$ cat config.mk
export PLATFORM = sky130hd
export DESIGN_NAME = message_scroller
export DESIGN_NICKNAME = d
export VERILOG_FILES = /design/src/rtl/message_scroller_pkg.sv /design/src/rtl/message_scroller_tick_gen.sv /design/src/rtl/message_scroller.sv
export SDC_FILE = /design/constraint.sdc
export NUM_CORES = 1
export LEC_CHECK = 0
export CAP_MARGIN = 20
export CORE_MARGIN = 4
export CORE_UTILIZATION = 56
export DETAILED_ROUTE_END_ITERATION = 7
export PLACE_DENSITY_LB_ADDON = 0.05
export SLEW_MARGIN = 10
export SYNTH_ARGS = -nofsm -noshare
export SYNTH_HDL_FRONTEND = slang
export SYNTH_SLANG_ARGS = --single-unit
$ cat constraint.sdc
create_clock -name clk -period 7.9 [get_ports clk]
set_input_delay 0.79 -clock clk [delete_from_list [all_inputs] [get_ports clk]]
set_output_delay 0.79 -clock clk [all_outputs]
set_load 0.02 [all_outputs]
$ cat src/rtl/message_scroller_pkg.sv
// Shared definitions for the scroller and the downstream LED decoder:
// character codes, default scroll period and the write-request bundle.
package message_scroller_pkg;

  localparam int DEF_SCROLL_CYCLES = 50_000_000;

  localparam logic [3:0] CH_0 = 4'h0, CH_1 = 4'h1, CH_2 = 4'h2, CH_3 = 4'h3;
  localparam logic [3:0] CH_4 = 4'h4, CH_5 = 4'h5, CH_6 = 4'h6, CH_7 = 4'h7;
  localparam logic [3:0] CH_8 = 4'h8, CH_9 = 4'h9, CH_A = 4'hA, CH_B = 4'hB;
  localparam logic [3:0] CH_C = 4'hC, CH_D = 4'hD, CH_E = 4'hE, CH_F = 4'hF;
  localparam logic [3:0] CH_BLANK = 4'hF;

  typedef struct packed {
    logic       en;
    logic [3:0] idx;
    logic [3:0] chr;
  } wr_req_t;

endpackage

$ cat src/rtl/message_scroller_tick_gen.sv
// Scroll period counter: runs while enabled, clears when disabled, and
// raises step for one cycle on the wrap edge.
module scroll_tick_gen
  import message_scroller_pkg::*;
#(
  parameter int SCROLL_CYCLES = DEF_SCROLL_CYCLES,
  parameter int CNT_W         = 26
) (
  input  logic clk,
  input  logic reset,
  input  logic scroll_en,
  output logic step
);

  logic [CNT_W-1:0] cnt_q, cnt_d;
  logic             wrap;

  assign wrap = (cnt_q == CNT_W'(SCROLL_CYCLES - 1));

  always_comb begin
    cnt_d = cnt_q;
    step  = 1'b0;
    if (!scroll_en) begin
      cnt_d = '0;
    end else if (wrap) begin
      cnt_d = '0;
      step  = 1'b1;
    end else begin
      cnt_d = cnt_q + CNT_W'(1);
    end
  end

  always_ff @(posedge clk) begin
    if (reset) cnt_q <= '0;
    else       cnt_q <= cnt_d;
  end

endmodule

$ cat src/rtl/message_scroller.sv
// Message store with a registered 4-character sliding window; the window
// start pointer steps left or right once per scroll period, wrapping at MSG_LEN.
module message_scroller
  import message_scroller_pkg::*;
#(
  parameter int SCROLL_CYCLES = DEF_SCROLL_CYCLES,
  parameter int MSG_LEN       = 16,
  parameter int CNT_W         = 26
) (
  input  logic       clk,
  input  logic       reset,
  input  logic       scroll_en,
  input  logic       dir,
  input  logic       wr_en,
  input  logic [3:0] wr_idx,
  input  logic [3:0] wr_char,
  output logic [3:0] char3,
  output logic [3:0] char2,
  output logic [3:0] char1,
  output logic [3:0] char0,
  output logic       shift_tick
);

  localparam logic [4:0] LEN  = 5'(MSG_LEN);
  localparam logic [3:0] LAST = 4'(MSG_LEN - 1);

  logic                     step;
  logic [3:0]               ptr_q, ptr_d;
  logic [MSG_LEN-1:0][3:0]  msg_q, msg_d;
  logic [3:0][3:0]          win_q, win_d;   // win[k] = msg[ptr+k], k=0 is char3
  logic                     shift_tick_q, shift_tick_d;
  wr_req_t                  wr;

  assign wr = '{en: wr_en, idx: wr_idx, chr: wr_char};

  scroll_tick_gen #(
    .SCROLL_CYCLES (SCROLL_CYCLES),
    .CNT_W         (CNT_W)
  ) u_tick (
    .clk       (clk),
    .reset     (reset),
    .scroll_en (scroll_en),
    .step      (step)
  );

  always_comb begin
    ptr_d        = ptr_q;
    shift_tick_d = step;
    if (step) begin
      if (!dir) ptr_d = (ptr_q == LAST) ? 4'd0 : ptr_q + 4'd1;
      else      ptr_d = (ptr_q == 4'd0) ? LAST : ptr_q - 4'd1;
    end
  end

  // Out-of-range indices are dropped so a short message never aliases.
  always_comb begin
    msg_d = msg_q;
    if (wr.en && ({1'b0, wr.idx} < LEN)) msg_d[wr.idx] = wr.chr;
  end

  for (genvar k = 0; k < 4; k++) begin : g_win
    logic [4:0] sum;
    logic [3:0] idx;
    assign sum      = {1'b0, ptr_q} + 5'(k);
    assign idx      = (sum >= LEN) ? 4'(sum - LEN) : sum[3:0];
    assign win_d[k] = msg_q[idx];
  end

  always_ff @(posedge clk) begin
    if (reset) begin
      ptr_q        <= '0;
      shift_tick_q <= 1'b0;
      win_q        <= {4'd3, 4'd2, 4'd1, 4'd0};
      for (int i = 0; i < MSG_LEN; i++) msg_q[i] <= 4'(i);
    end else begin
      ptr_q        <= ptr_d;
      shift_tick_q <= shift_tick_d;
      win_q        <= win_d;
      msg_q        <= msg_d;
    end
  end

  assign char3      = win_q[0];
  assign char2      = win_q[1];
  assign char1      = win_q[2];
  assign char0      = win_q[3];
  assign shift_tick = shift_tick_q;

endmodule

==> results of run 1 <==
==> per-stage QoR <==
step	area, um^2	utilization [%]	hold WS [ps]	total power [mW]	setup slack [ps]
after floorplan	6580	-	413	0.622	4900
after global placement	6870	59.9	421	0.646	4680
after detailed placement	6870	59.9	432	0.647	4570
after CTS	7160	62.4	446	1.10	4570
after global routing	7160	62.4	476	1.13	4390
final	7160	62.4	447	1.09	4590
==> routing by layer <==
metal  GRT usage [%]  vias up
li1                -     2455
met1            40.6     2629
met2            38.6      263
met3            7.25       16
met4            4.49        0
met5               0        -
==> cell usage in the layout (no fill, tap or decap), types with 7 or more instances in the layout <==
cell / n
nand3_1: 33
clkdlybuf4s50_1: 28
nor2_1: 48
buf_4: 8
or4_1: 7
nand3b_1: 12
mux4_2: 56
o21ai_0: 41
clkbuf_16: 9
inv_1: 9
o31ai_1: 10
and2_1: 8
mux2i_1: 46
ha_1: 7
xor2_1: 11
o22ai_1: 7
or3_1: 9
nand2_1: 63
mux4_1: 7
a21oi_1: 35
dfxtp_1: 110
nand4_1: 9
==> synthesized netlist by cell type, drive strengths merged, types with 6 or more instances <==
cell type  instances
mux2               6
buf               20
and2               8
o31ai             11
mux4              63
o21ai             41
inv               11
nand2             63
nor2              48
mux2i             46
or3                9
or4                7
nand4             10
nand2b             6
ha                 7
nand3b            12
xor2              12
clkbuf            31
and4               6
a21oi             35
dfxtp            111
nand3             33
o22ai              7
==> registers in the layout (all words and copies together) (netlist names) <==
signal        cells
msg_q            64
u_tick.cnt_q     26
char0             4
char1             4
char2             4
char3             4
ptr_q             4
shift_tick        1
==> worst paths after layout <==
check / to / start / depth (start not counted)
setup / recovery: char0[0] / ptr_q[0] / 7
hold / removal: u_tick.cnt_q[0] / u_tick.cnt_q[0] / 1
setup reg to reg: char0[0] / ptr_q[0] / 7
hold reg to reg: u_tick.cnt_q[0] / u_tick.cnt_q[0] / 1
==> cell families (layout without fill, tap and decap cells) <==
kind of cell	Yosys count	in the layout	share of synthesized area [%]
muxes	115	115	30.0
and+or+nand+nor	221	221	17.1
AOI/OAI and AO/OA	119	119	10.9
DFF	111	111	33.8
xor gates and xnor gates	16	16	2.41
buffers and inverters	63	65	4.43
adders and majority gates	7	7	1.33
==> report_power, final <==
group | switching [mW] | leakage, nW | internal (mW)
logic | 0.0364 | 1.40 | 0.0241
clock network | 0.208 | 0.133 | 0.248
registers | 0.00873 | 0.898 | 0.566
total | 0.253 | 2.43 | 0.837
==> final cells by class <==
| class | instances | area [um^2] | area share [%] |
|---|---|---|---|
| multi-input combinational | 478 | 4070 | 56.9 |
| sequential | 111 | 2220 | 31.1 |
| timing repair buffer | 37 | 345 | 4.83 |
| clock buffer | 12 | 236 | 3.30 |
| tap | 143 | 179 | 2.50 |
| clock inverter | 4 | 53.8 | 0.752 |
| inverter | 12 | 45.0 | 0.629 |
==> summary.txt, run 1 <==
Timing
  – Period minus WS final: 3310 ps
  – RSZ-0062 raised after global routing: false
  – Final setup viols: 0
  – Worst-margin pin slew: around 940 ps
  – Fin crit share: 41.9%
  – Setup_tns: 0 ps
  – Hold Vio Cnt, Final: 0
  – Slew Viols, Final: 0
  – Relative slew slack: 37.5%
  – Worst Skew: around 7.6 ps
  – Max Freq: 302 MHz

Routing
  – Met2 WL: 7470 um
  – Final WL: 17,000 um
  – Post-DR wirelength/cell: 21.3 um
  – DR vias: 5,363
  – TritonRoute pass-1 iters: 5
  – Vias per inst: 6.73
  – Met1 WL: about 7600 um
  – Met3 WL post-DR: 1750 um
  – Top layer in use: met4
  – Drt drc: 0
  – Post-DRT Antenna Nets: 0
  – Initial DRC Count: roughly 740

Setup path
  – Cell chain of the critical path: buf_4 -> inv_2 -> ha_1 -> buf_4 -> mux4_2 -> a221o_1 -> a31o_2
  – CP max FO: 60
  – Critical path's largest stage delay: 630 ps
  – Crit Path Class: register to register
  – Delay-heaviest family, CP: buffers and inverters
  – Reg2Reg Setup Slack: 4590 ps
  – Crit path arrival time: 3570 ps
  – CP Capture Type: register
  – Slowest-stage cell, CP: buf_4
  – WP data required: 8160 ps
  – Startpoint Class: register
  – CP dominant cell by count: buf_4
  – CP bufs+invs: 3

CTS
  – Worst-skew pair later-pin latency: 360 ps
  – Post-cts resize count: 0
  – Htree depth: 3
  – Hold-fix buffers, CTS: 0
  – Postcts setup bufs: 0
  – Root buf cell: clkbuf_16
  – CTS tree: done
  – Clk sink count: 111
  – Clock buffer depth: 2
  – Clock transition at the registers of the reported paths: 70 ps
  – CTS buffer count: 9

Synthesis
  – Syn Nets: 672
  – Synth Warn #: 0
  – Gate count of the mapped netlist: ~650
  – Mean Syn Cell Area: around 10 um^2
  – Synth unique cells: 55
  – Sequential area share after synthesis: 33.8%
  – Top cells by area, synth: dfxtp_1 (34%), mux4_2 (19%), mux2i_1 (7.0%), nand2_1 (3.6%), o21ai_0 (3.1%)
  – EDFF count, synth: 0
  – Top FF cell, synth: dfxtp_1
  – Syn Std Cell Area: roughly 6600 um^2
  – Area share of the largest cell type after synthesis: around 34%
  – Asr flop ratio synth: 0%
  – Register bit total from synthesis: 111
  – Synth area leader: dfxtp_1

Run
  – Max-Cap Viols: 0

Die
  – Floorplan row count: 39
  – Die Footprint: 13,500 um^2
  – Initial Util: 57.4%
  – Die X: 116 um
  – Ports: 30
  – Placeable Area: 11,500 um^2
  – Die height: approximately 120 um

Global routing
  – Vias in the first global route: 4,904
  – Largest net degree at the start of global routing: 63
  – Initial antenna violation count: 0
  – Overflow after GRT: 0
  – Total GRT Usage: 26.6%
  – First-pass GRT wire length: 27,400 um

Finish
  – Share of cells above drive strength 1: 14.7%
  – N_diodes: 0
  – Non-Filler Instances: 797
  – Layout fillers: roughly 960
  – Layout area overhead: 8.77%
  – Fin nets: 669

Run status
  – Status: finished clean

Power
  – Maximum vdd drop: 0.163 mV
  – Leak pwr: 2.43 nW
  – Power per cell area: 152 nW/um^2

Worst hold path
  – Hold WC Path Type: register to register

Place
  – Final GP Congestion: 0.872
  – Dpl cells: 781
  – DP HPWL: 12,200 um
  – PortBufs: 29
(Power assumes the default switching activity.)
==> run 2, diff against run 1 <==
Clock period 7.9 ns to 3.1 ns, I/O delays scaled along.
==> summary.txt, run 2 (synthesized netlist as in run 1, its figures left out) <==
Place
  – DP HPWL: 12,800 um (+4.8%)
  – Final GP Congestion: 0.910 (+4.4%)
  – PortBufs: 29 (unchanged)
  – Dpl cells: 790 (+1.2%)

Timing
  – Max Freq: 401 MHz (+33%)
  – Final setup viols: 0 (unchanged)
  – Worst-margin pin slew: 781 ps (-154 ps)
  – Hold Vio Cnt, Final: 0 (unchanged)
  – Worst Skew: 10.0 ps (+2.46 ps)
  – Relative slew slack: 47.8% (+10 points)
  – Setup_tns: 0 ps (unchanged)
  – Period minus WS final: 2490 ps (-820 ps)
  – Fin Hold WS: 440 ps (-7.18 ps)
  – Fin crit share: 80.4% (+38 points)
  – RSZ-0062 raised after global routing: false
  – Slew Viols, Final: 0 (unchanged)

Finish
  – Non-Filler Instances: 805 (+1.0%)
  – Share of cells above drive strength 1: 16.2% (+1.5 points)
  – Layout fillers: 937 (-1.9%)
  – Fin nets: 678 (+1.3%)
  – Max reg flops: 64 (unchanged)
  – Largest regs: msg_q: 64 flops, u_tick.cnt_q: 26 flops
  – Most flops, register: msg_q
  – N_diodes: 0 (unchanged)
  – Layout area overhead: 10.7%
  – Most frequent cells in the layout: dfxtp_1 (110), nand2_1 (63), mux4_2 (56)
  – Commonest non-fill, non-tap cell in the layout: dfxtp_1

Power
  – Leak pwr: 2.51 nW (+3.1%)
  – Power per cell area: 407 nW/um^2 (+170%)
  – Maximum vdd drop: 0.526 mV (+220%)

Routing
  – DR vias: 5,381 (+0.34%)
  – Final WL: 17,600 um (+3.4%)
  – Drt drc: 0 (unchanged)
  – TritonRoute pass-1 iters: 5 (unchanged)
  – Post-DR wirelength/cell: 21.8 um (+2.3%)
  – Initial DRC Count: 596 (-19%)
  – Vias per inst: 6.68 (-0.66%)
  – Post-DRT Antenna Nets: 0 (unchanged)

Die
  – Floorplan row count: 39 (unchanged)
  – Die Footprint: 13,500 um^2 (unchanged)
  – Ports: 30 (unchanged)
  – Die height: 116 um (unchanged)
  – Initial Util: 57.4% (unchanged)
  – Die X: 116 um (unchanged)
  – Placeable Area: 11,500 um^2 (unchanged)

Global routing
  – Largest net degree at the start of global routing: 60 (-4.8%)
  – Initial antenna violation count: 0 (unchanged)
  – First-pass GRT wire length: 28,100 um (+2.4%)
  – Overflow after GRT: 0 (unchanged)
  – Total GRT Usage: 27.2% (+0.60 points)
  – Vias in the first global route: 5,007 (+2.1%)

CTS
  – CTS tree: done
  – Htree depth: 3 (unchanged)
  – Worst-skew pair later-pin latency: 360 ps (about the same)
  – Postcts setup bufs: 0 (unchanged)
  – Clock buffer depth: 2 (unchanged)
  – Root buf cell: clkbuf_16
  – Post-cts resize count: 0 (unchanged)
  – Hold-fix buffers, CTS: 0 (unchanged)
  – CTS buffer count: 9 (unchanged)
  – Clock transition at the registers of the reported paths: 70 ps (about the same)
  – Clk sink count: 111 (unchanged)

Setup path
  – WP data required: 3360 ps (-4800 ps)
  – Crit Path Class: register to register
  – CP Capture Type: register
  – Startpoint Class: register
  – CP max FO: 15 (-75%)
  – Crit path arrival time: 2750 ps (-820 ps)

Run
  – Max-Cap Viols: 0 (unchanged)

Worst hold path
  – Hold WC Path Type: register to register

Run status
  – Status: finished clean
## run 2: worst paths after layout
check                        from         endpoint  slack (ps)  cells past startpoint
setup / recovery         ptr_q[1]         char2[1]         610                      6
hold / removal    u_tick.cnt_q[0]  u_tick.cnt_q[0]         440                      1
setup reg to reg         ptr_q[1]         char2[1]         610                      6
hold reg to reg   u_tick.cnt_q[0]  u_tick.cnt_q[0]         440                      1
## run 2: through the flow
stage / utilization [%] / setup slack [ps] / cell area [um^2] / power [mW]
final: 63.5 / 609 / 7290 / 2.97
after global routing: 63.5 / 502 / 7290 / 3.05
after CTS: 63.5 / 590 / 7290 / 2.98
after detailed placement: 60.6 / 596 / 6950 / 1.66
after global placement: 60.6 / 686 / 6950 / 1.65
after floorplan: - / 101 / 6580 / 1.59
## run 2: power breakdown
group	total (mW)	leakage (nW)	internal, mW	switching, mW
sequential	1.47	0.898	1.44	0.0237
combinational	0.161	1.45	0.0644	0.0961
clock	1.34	0.163	0.791	0.549
total	2.97	2.51	2.30	0.668
## run 2: layout make-up
| cell class | count | area [um^2] | share of cell area (%) |
|---|---|---|---|
| clock buffers | 9 | 225 | 3.09 |
| clock inverters | 6 | 115 | 1.58 |
| inverters | 12 | 45.0 | 0.618 |
| multi-input cells | 478 | 4070 | 55.9 |
| flip-flops and latches | 111 | 2220 | 30.5 |
| well taps | 143 | 179 | 2.46 |
| repair buffers | 46 | 425 | 5.84 |
## run 2: worst max-delay path, stage by stage, from the launching register on
cell     delay [ps]
dfxtp_1         350
inv_2           130
ha_1            730
buf_4           240
mux4_2          300
mux4_2          460
and2_1          170
## run 2: metal layers
layer,global-route usage (%),vias to the layer above,share of wire [%]
li1,-,2463,-
met1,40.1,2645,44
met2,40.1,251,44
met3,7.10,22,9.8
met4,7.27,0,1.7
met5,0,-,0
==> run 3, diff against run 2 <==
Clock period 3.1 ns to 2.35 ns, I/O delays scaled along.
==> summary.txt, run 3 (synthesized netlist as in run 1, its figures left out) <==
Power
  – Leak pwr: 2.55 nW (+1.7%)
  – Tot Pwr: 3.69 mW (+24%)
  – Maximum vdd drop: 0.686 mV (+31%)
  – Power per cell area: 502 nW/um^2 (+23%)

Finish
  – Most frequent cells in the layout: dfxtp_1 (109), nand2_1 (63), mux4_2 (56)
  – Non-Filler Instances: 818 (+1.6%)
  – Most flops, register: msg_q
  – Commonest non-fill, non-tap cell in the layout: dfxtp_1
  – Largest regs: msg_q: 64 flops, u_tick.cnt_q: 26 flops
  – Share of cells above drive strength 1: 17.9% (+1.8 points)
  – Layout area overhead: 11.6%
  – Layout fillers: 933 (-0.43%)
  – Max reg flops: 64 (unchanged)
  – N_diodes: 0 (unchanged)
  – Fin nets: 690 (+1.8%)

CTS
  – Clock transition at the registers of the reported paths: 80 ps (about the same)
  – CTS buffer count: 9 (unchanged)
  – Htree depth: 3 (unchanged)
  – Worst-skew pair later-pin latency: 360 ps (about the same)
  – Root buf cell: clkbuf_16
  – Postcts setup bufs: 0 (unchanged)
  – CTS tree: done
  – Hold-fix buffers, CTS: 0 (unchanged)
  – Clk sink count: 111 (unchanged)
  – Post-cts resize count: 0 (unchanged)
  – Clock buffer depth: 2 (unchanged)

Place
  – DP HPWL: 12,800 um (-0.11%)
  – Final GP Congestion: 0.915 (+0.56%)
  – Dpl ws: 183 ps (-414 ps)
  – Dpl cells: 802 (+1.5%)
  – PortBufs: 29 (unchanged)

Timing
  – Fin crit share: 92.7% (+12 points)
  – Worst Skew: 7.59 ps (-2.46 ps)
  – Period minus WS final: 2180 ps (-313 ps)
  – Worst setup margin: 171 ps (-437 ps)
  – Hold Vio Cnt, Final: 0 (unchanged)
  – Max Freq: 459 MHz (+14%)
  – Final setup viols: 0 (unchanged)
  – Relative slew slack: 54.8% (+7.1 points)
  – Fin Hold WS: 322 ps (-118 ps)
  – Setup_tns: 0 ps (unchanged)
  – RSZ-0062 raised after global routing: false
  – Worst-margin pin slew: 676 ps (-105 ps)
  – Slew Viols, Final: 0 (unchanged)

Routing
  – Final WL: 17,200 um (-2.1%)
  – Post-DRT Antenna Nets: 0 (unchanged)
  – Drt drc: 0 (unchanged)
  – TritonRoute pass-1 iters: 7 (+2)
  – Vias per inst: 6.59 (-1.4%)
  – Initial DRC Count: 495 (-17%)
  – Post-DR wirelength/cell: 21.0 um (-3.6%)
  – DR vias: 5,392 (+0.20%)

Setup path
  – WP data required: 2610 ps (-750 ps)
  – Crit. Startpoint: ptr_q[1]
  – Crit Path Class: register to register
  – Crit path arrival time: 2440 ps (-310 ps)
  – Reg2Reg Setup Slack: 170 ps (-440 ps)
  – Crit path to: char0[1]
  – CP Capture Type: register
  – R2R cell count: 5 (-1)
  – R2R Path Start: ptr_q[1]
  – CP max FO: 26 (+11)
  – Startpoint Class: register
  – Reg2reg end: char0[1]

Die
  – Ports: 30 (unchanged)
  – Die height: 116 um (unchanged)
  – Initial Util: 57.4% (unchanged)
  – Die X: 116 um (unchanged)
  – Placeable Area: 11,500 um^2 (unchanged)
  – Die Footprint: 13,500 um^2 (unchanged)
  – Floorplan row count: 39 (unchanged)

Run status
  – Status: finished clean

Global routing
  – Largest net degree at the start of global routing: 60 (unchanged)
  – Initial antenna violation count: 0 (unchanged)
  – First-pass GRT wire length: 27,200 um (-3.0%)
  – Overflow after GRT: 0 (unchanged)
  – Vias in the first global route: 4,948 (-1.2%)
  – Total GRT Usage: 26.4% (-0.83 points)

Worst hold path
  – Hold WC Path Type: primary input to register
  – Worst Hold Path Cells: 2 (+1)

Run
  – Max-Cap Viols: 0 (unchanged)
[run 3: cell count changes in the layout (fill, tap and decap cells not counted), sizes merged]
cell      delta
buf         +12
bufinv       -3
clkbuf       +2
clkinv       +2
clkinvlp     -1
inv          +1
[run 3: metal layers]
metal,GRT usage [%],routed length [um],part of all wire [%],vias up
met5,0,0,0,-
met4,7.58,287,1.7,0
met3,5.49,1370,8.0,20
met2,37.1,7380,43,250
met1,41.0,8160,47,2621
li1,-,-,-,2501
[run 3: area by class of cell]
cell class | instances | area, um^2 | area share, %
clock buffers | 11 | 243 | 3.30
inverters | 12 | 47.5 | 0.647
repair buffers | 58 | 515 | 7.02
flip-flops and latches | 111 | 2220 | 30.3
well taps | 143 | 179 | 2.44
clock inverters | 5 | 48.8 | 0.664
multi-input cells | 478 | 4090 | 55.6
[run 3: worst min path at each step]
stage                          startpoint              end  slack, ps
after detailed placement  u_tick.cnt_q[0]  u_tick.cnt_q[0]        430
final                               reset        msg_q[10]        320
after CTS                           reset        msg_q[10]        300
after global routing                reset        msg_q[10]        330
after floorplan                wr_char[0]        msg_q[12]        360
after global placement    u_tick.cnt_q[0]  u_tick.cnt_q[0]        420
[run 3: stage by stage]
stage | cell area (um^2) | util, %
5_1_grt | 7340 | 64.0
3_3_place_gp | 7050 | 61.5
6_report | 7340 | 64.0
3_5_place_dp | 7050 | 61.5
4_1_cts | 7340 | 64.0
2_1_floorplan | 6640 | -
[run 3: critical path: stages (launching register included)]
cell and delay, ps:
dfxtp_2 360, inv_4 90, ha_4 490, mux4_2 570, a221o_1 350, a31o_2 210
[run 3: power breakdown]
| group | leakage [nW] | internal [mW] | switching (mW) |
|---|---|---|---|
| logic | 1.51 | 0.0911 | 0.125 |
| clock network | 0.144 | 0.773 | 0.767 |
| registers | 0.899 | 1.90 | 0.0302 |
